`src/rtl/mips_regfile_dual.sv`:
```
// Dual-write, dual-read register file with optional write-to-read bypass,
// optional hardwired-zero register 0 and a per-register busy scoreboard.
module mips_regfile_dual #(
    parameter int WIDTH     = 32,
    parameter int ADDR_BITS = 3,
    parameter int ZERO_REG  = 1,
    parameter int BYPASS    = 1
) (
    input  logic                 clk,
    input  logic                 reset,
    input  logic [ADDR_BITS-1:0] read_reg1,
    input  logic [ADDR_BITS-1:0] read_reg2,
    output logic [WIDTH-1:0]     read_data1,
    output logic [WIDTH-1:0]     read_data2,
    output logic                 busy1,
    output logic                 busy2,
    input  logic [ADDR_BITS-1:0] write_reg0,
    input  logic [WIDTH-1:0]     write_data0,
    input  logic                 reg_write0,
    input  logic [ADDR_BITS-1:0] write_reg1,
    input  logic [WIDTH-1:0]     write_data1,
    input  logic                 reg_write1,
    input  logic                 mark_busy,
    input  logic [ADDR_BITS-1:0] mark_reg
);

    localparam int DEPTH = 2 ** ADDR_BITS;

    logic [WIDTH-1:0] regs [DEPTH];
    logic [DEPTH-1:0] busy_q;

    // Register array and busy scoreboard: port 1 wins a same-address write,
    // a mark wins over a retiring write for the busy bit.
    always_ff @(posedge clk or posedge reset) begin
        if (reset) begin
            for (int unsigned r = 0; r < DEPTH; r++) begin
                regs[r] <= '0;
            end
            busy_q <= '0;
        end else begin
            for (int unsigned r = 0; r < DEPTH; r++) begin
                if (!(ZERO_REG != 0 && r == 0)) begin
                    if (reg_write1 && write_reg1 == ADDR_BITS'(r)) begin
                        regs[r] <= write_data1;
                    end else if (reg_write0 && write_reg0 == ADDR_BITS'(r)) begin
                        regs[r] <= write_data0;
                    end

                    if (mark_busy && mark_reg == ADDR_BITS'(r)) begin
                        busy_q[r] <= 1'b1;
                    end else if ((reg_write0 && write_reg0 == ADDR_BITS'(r)) ||
                                 (reg_write1 && write_reg1 == ADDR_BITS'(r))) begin
                        busy_q[r] <= 1'b0;
                    end
                end
            end
        end
    end

    // Read port 1: array value, overridden by bypass (port 1 over port 0),
    // forced to zero for hardwired register 0 or during reset.
    always_comb begin
        read_data1 = regs[read_reg1];
        if (BYPASS != 0) begin
            if (reg_write0 && write_reg0 == read_reg1) read_data1 = write_data0;
            if (reg_write1 && write_reg1 == read_reg1) read_data1 = write_data1;
        end
        if (reset || (ZERO_REG != 0 && read_reg1 == '0)) read_data1 = '0;
    end

    // Read port 2: same rules as port 1.
    always_comb begin
        read_data2 = regs[read_reg2];
        if (BYPASS != 0) begin
            if (reg_write0 && write_reg0 == read_reg2) read_data2 = write_data0;
            if (reg_write1 && write_reg1 == read_reg2) read_data2 = write_data1;
        end
        if (reset || (ZERO_REG != 0 && read_reg2 == '0)) read_data2 = '0;
    end

    // Busy outputs come straight from the registered scoreboard (no bypass).
    always_comb begin
        busy1 = reset ? 1'b0 : busy_q[read_reg1];
        busy2 = reset ? 1'b0 : busy_q[read_reg2];
    end

endmodule

```
`config.mk`:
```
export PLATFORM = sky130hd
export DESIGN_NAME = mips_regfile_dual
export DESIGN_NICKNAME = d
export VERILOG_FILES = /design/src/rtl/mips_regfile_dual.sv
export SDC_FILE = /design/constraint.sdc
export NUM_CORES = 1
export LEC_CHECK = 0
export ABC_AREA = 0
export BUFFER_PORTS_ARGS = -buffer_cell sky130_fd_sc_hd__buf_2
export CORE_MARGIN = 5
export CORE_UTILIZATION = 30
export CTS_CLUSTER_DIAMETER = 40
export CTS_CLUSTER_SIZE = 16
export DETAILED_ROUTE_END_ITERATION = 8
export PLACE_DENSITY_LB_ADDON = 0.2
export SLEW_MARGIN = 20
export SYNTH_ARGS = -nofsm -noshare
export SYNTH_HDL_FRONTEND = slang
export SYNTH_SLANG_ARGS = --single-unit
export TNS_END_PERCENT = 30
```
`constraint.sdc`:
```
create_clock -name clk -period 6.68 [get_ports clk]
set_input_delay 0.668 -clock clk [delete_from_list [all_inputs] [get_ports clk]]
set_output_delay 0.668 -clock clk [all_outputs]
set_load 0.05 [all_outputs]
```
==> results_dict.tcl <==
set metrics [dict create \
    setup_viol 0 \
    syn_nets 1778 \
    max_freq_ghz 0.234 \
    grt_antenna_before_repair 2 \
    core_um2 52700 \
    htreeDepth 2 \
    hpwlAfterDp_mm 34.8 \
    synth_warnings 33 \
    routedWlPerCell_um 25.2 \
    finalNetCount 1782 \
    crit_path_top_delay_cell "and3b_2" \
    cp-end-kind "output pin" \
    post_dp_cell_area_um2 16900 \
    tritoncts "yes" \
    total_power_mw 5.94 \
    first_global_vias 13639 \
    grt_remaining_overflow 0 \
    drt_pre_antenna_iters 5 \
    viasPerCell 5.58 \
    power.leakage_nw 8.21 \
    grt.total_usage 0.207 \
    fillCellCount 5276 \
    hold_class "primary input to async pin" \
    ys_ff_latch 231 \
    synth.avg_cell_area_um2 9.42 \
    fin_crit_ns 4.26 \
    critical_path_buf_inv_count 3 \
    setup_tns_ns 0 \
    postCtsHoldBufs 0 \
    ys_seq_area_frac 0.362 \
    finalWirelength_mm 61.0 \
    place_ws_ns 2.43 \
    drtIter0Drc 1010 \
    final_max_slew_viol_count 0 \
    stdcell_area_um2 18700 \
    cp_data_required_time_ns 6.01 \
    cts_buffers 48 \
    hold_violations 0 \
    die_h_um 241 \
    utilization 0.354 \
    start_kind "primary input" \
    io-pin-count 150 \
    worst_slack_ns 2.42 \
    crit_family "simple AND/OR/NAND/NOR gates" \
    io_buffers 149 \
    status "finished clean" \
    path_class "primary input to output pin" \
    clock_sinks 231 \
    crit_top_cell "buf_4" \
    row_count 84 \
    path_clk_slew_ns 0.05 \
    grt_max_degree 121 \
    slew_headroom 0.235 \
    initial_core_util 0.303 \
    root_buffer "clkbuf_16" \
    drive_gt1_frac 0.237 \
    syn_to_final_growth_pct 16.9 \
    cts.repair.resized 0 \
    ir_drop_mv 0.177 \
    postCtsSetupRepairBufs 0 \
    fin_crit_sh 0.638 \
    cp_cell_sequence "buf_4 > buf_4 > xnor2_1 > and4_1 > and3b_2 > a221o_1 > buf_2" \
    worstSkewPairLatency_ns 0.56 \
    worst_slew_pin_slew_ns 1.14 \
    yosysUniqueCellTypes 36 \
    cp.arrival_ns 3.60 \
    ant_nets 0 \
    vias 13514 \
    die_area_um2 57900 \
    grt_pass1_wl_mm 91.5 \
    finalClockSkew_ns 0 \
    maxCapViolCount 0 \
    dp_cells 2334 \
    drc_errors 0 \
    path_max_fanout 31 \
    powerDensity_nw_per_um2 318 \
    gp_congestion 0.783 \
    hold_slack_ns 0.201 \
    clockBufferDepth 3 \
    rsz0062_at_grt "false" \
    synth_area_um2 16000 \
    finalNonFillerCells 2424 \
    max_stage_delay_ns 0.90 \
    fp.dieW_um 241 \
    synth_cells 1694 \
]
## path summary, 6_finish.rpt
kind / cells past startpoint / from / to / slack, ns
worst max-delay path: 7 / read_reg1[1] / read_data1[8] / 2.42
worst min-delay path: 2 / reset / regs[157] / 0.20
worst max register to register: 2 / regs[113] / regs[113] / 5.88
worst min register to register: 2 / busy_q[2] / busy_q[2] / 0.52
max in group asynchronous: 3 / reset / regs[77] / 5.45
min in group clk: 2 / mark_reg[0] / busy_q[4] / 0.35
## cell families (layout without fill, tap and decap cells)
logic type,Yosys count,in the layout,share of synthesized area
xor+xnor,12,12,0.00659
buf+inv,232,273,0.0643
flops,231,231,0.362
other cells,0,1,0
simple gates,434,434,0.124
compound gates,429,429,0.163
mux,356,356,0.280
## synth_stat cells
cell type / n / area (µm²)
dfrtp_1: 231 / 5780
mux2i_1: 227 / 2270
nand2_1: 166 / 623
o21ai_0: 165 / 826
nor2_1: 135 / 507
a21oi_1: 132 / 661
clkbuf_1: 128 / 480
mux4_2: 66 / 1490
mux2_2: 63 / 709
a221o_1: 62 / 621
buf_2: 52 / 260
buf_1: 37 / 139
nand2b_1: 37 / 231
nand3_1: 35 / 175
a31oi_1: 32 / 200
a22oi_1: 31 / 233
and3_1: 31 / 194
xnor2_1: 12 / 105
buf_6: 10 / 113
nand4b_1: 6 / 52.6
nor2b_1: 5 / 31.3
buf_4: 4 / 30.0
nand4_1: 4 / 25.0
a211oi_1: 3 / 22.5
and4_1: 3 / 26.3
nor3_1: 3 / 15.0
nor4bb_1: 3 / 30.0
and3b_1: 2 / 17.5
nor3_2: 2 / 20.0
a21o_1: 1 / 7.51
and4bb_2: 1 / 12.5
inv_1: 1 / 3.75
nor4_4: 1 / 21.3
o211a_1: 1 / 10.0
o311ai_0: 1 / 8.76
o32ai_1: 1 / 8.76
## state kept, by name (all words and copies together) (netlist names)
| name | flops |
|---|---|
| regs | 224 |
| busy_q | 7 |
## placed cells by master (no fill, tap or decap), types with 5 or more instances in the layout
cell and count:
dfrtp_1 231, mux2i_1 227, nand2_1 166, o21ai_0 165, buf_2 145, nor2_1 133, a21oi_1 132, mux4_2 66
mux2_2 63, a221o_1 62, clkbuf_16 49, nand2b_1 37, buf_4 36, nand3_1 35, a31oi_1 32, a22oi_1 31
and3_1 31, xnor2_1 12, clkinvlp_4 8, bufinv_16 7, nand4b_1 6, clkinv_4 6, clkbuf_1 5, clkbuf_8 5
## worst reg2reg max path, stage by stage, from the launching register on
cell	delay (ns)
dfrtp_1	0.38
mux2i_1	0.15
o21ai_0	0.10
## layer usage
layer | track usage | vias up | part of all wire
met3 | 0.0321 | 87 | 0.059
met4 | 0.0557 | 2 | 0.023
li1 | - | 6165 | -
met2 | 0.328 | 459 | 0.46
met5 | 0 | - | 0.00021
met1 | 0.297 | 6801 | 0.46
## final cells by class
class	instances	area (µm²)	share of cell area
multi-input combinational	1231	9240	0.495
sequential	231	5780	0.310
inverter	1	7.51	0.000402
timing repair buffer	185	1080	0.0581
antenna	1	2.50	0.000134
clock inverter	28	373	0.0200
clock buffer	59	1310	0.0704
tap	688	861	0.0461
## where the power goes
| group | total (mW) | switching [mW] | internal [mW] |
|---|---|---|---|
| registers | 1.96 | 0.242 | 1.71 |
| clock network | 2.53 | 0.856 | 1.67 |
| logic | 1.45 | 0.810 | 0.643 |
(Power assumes the default switching activity.)
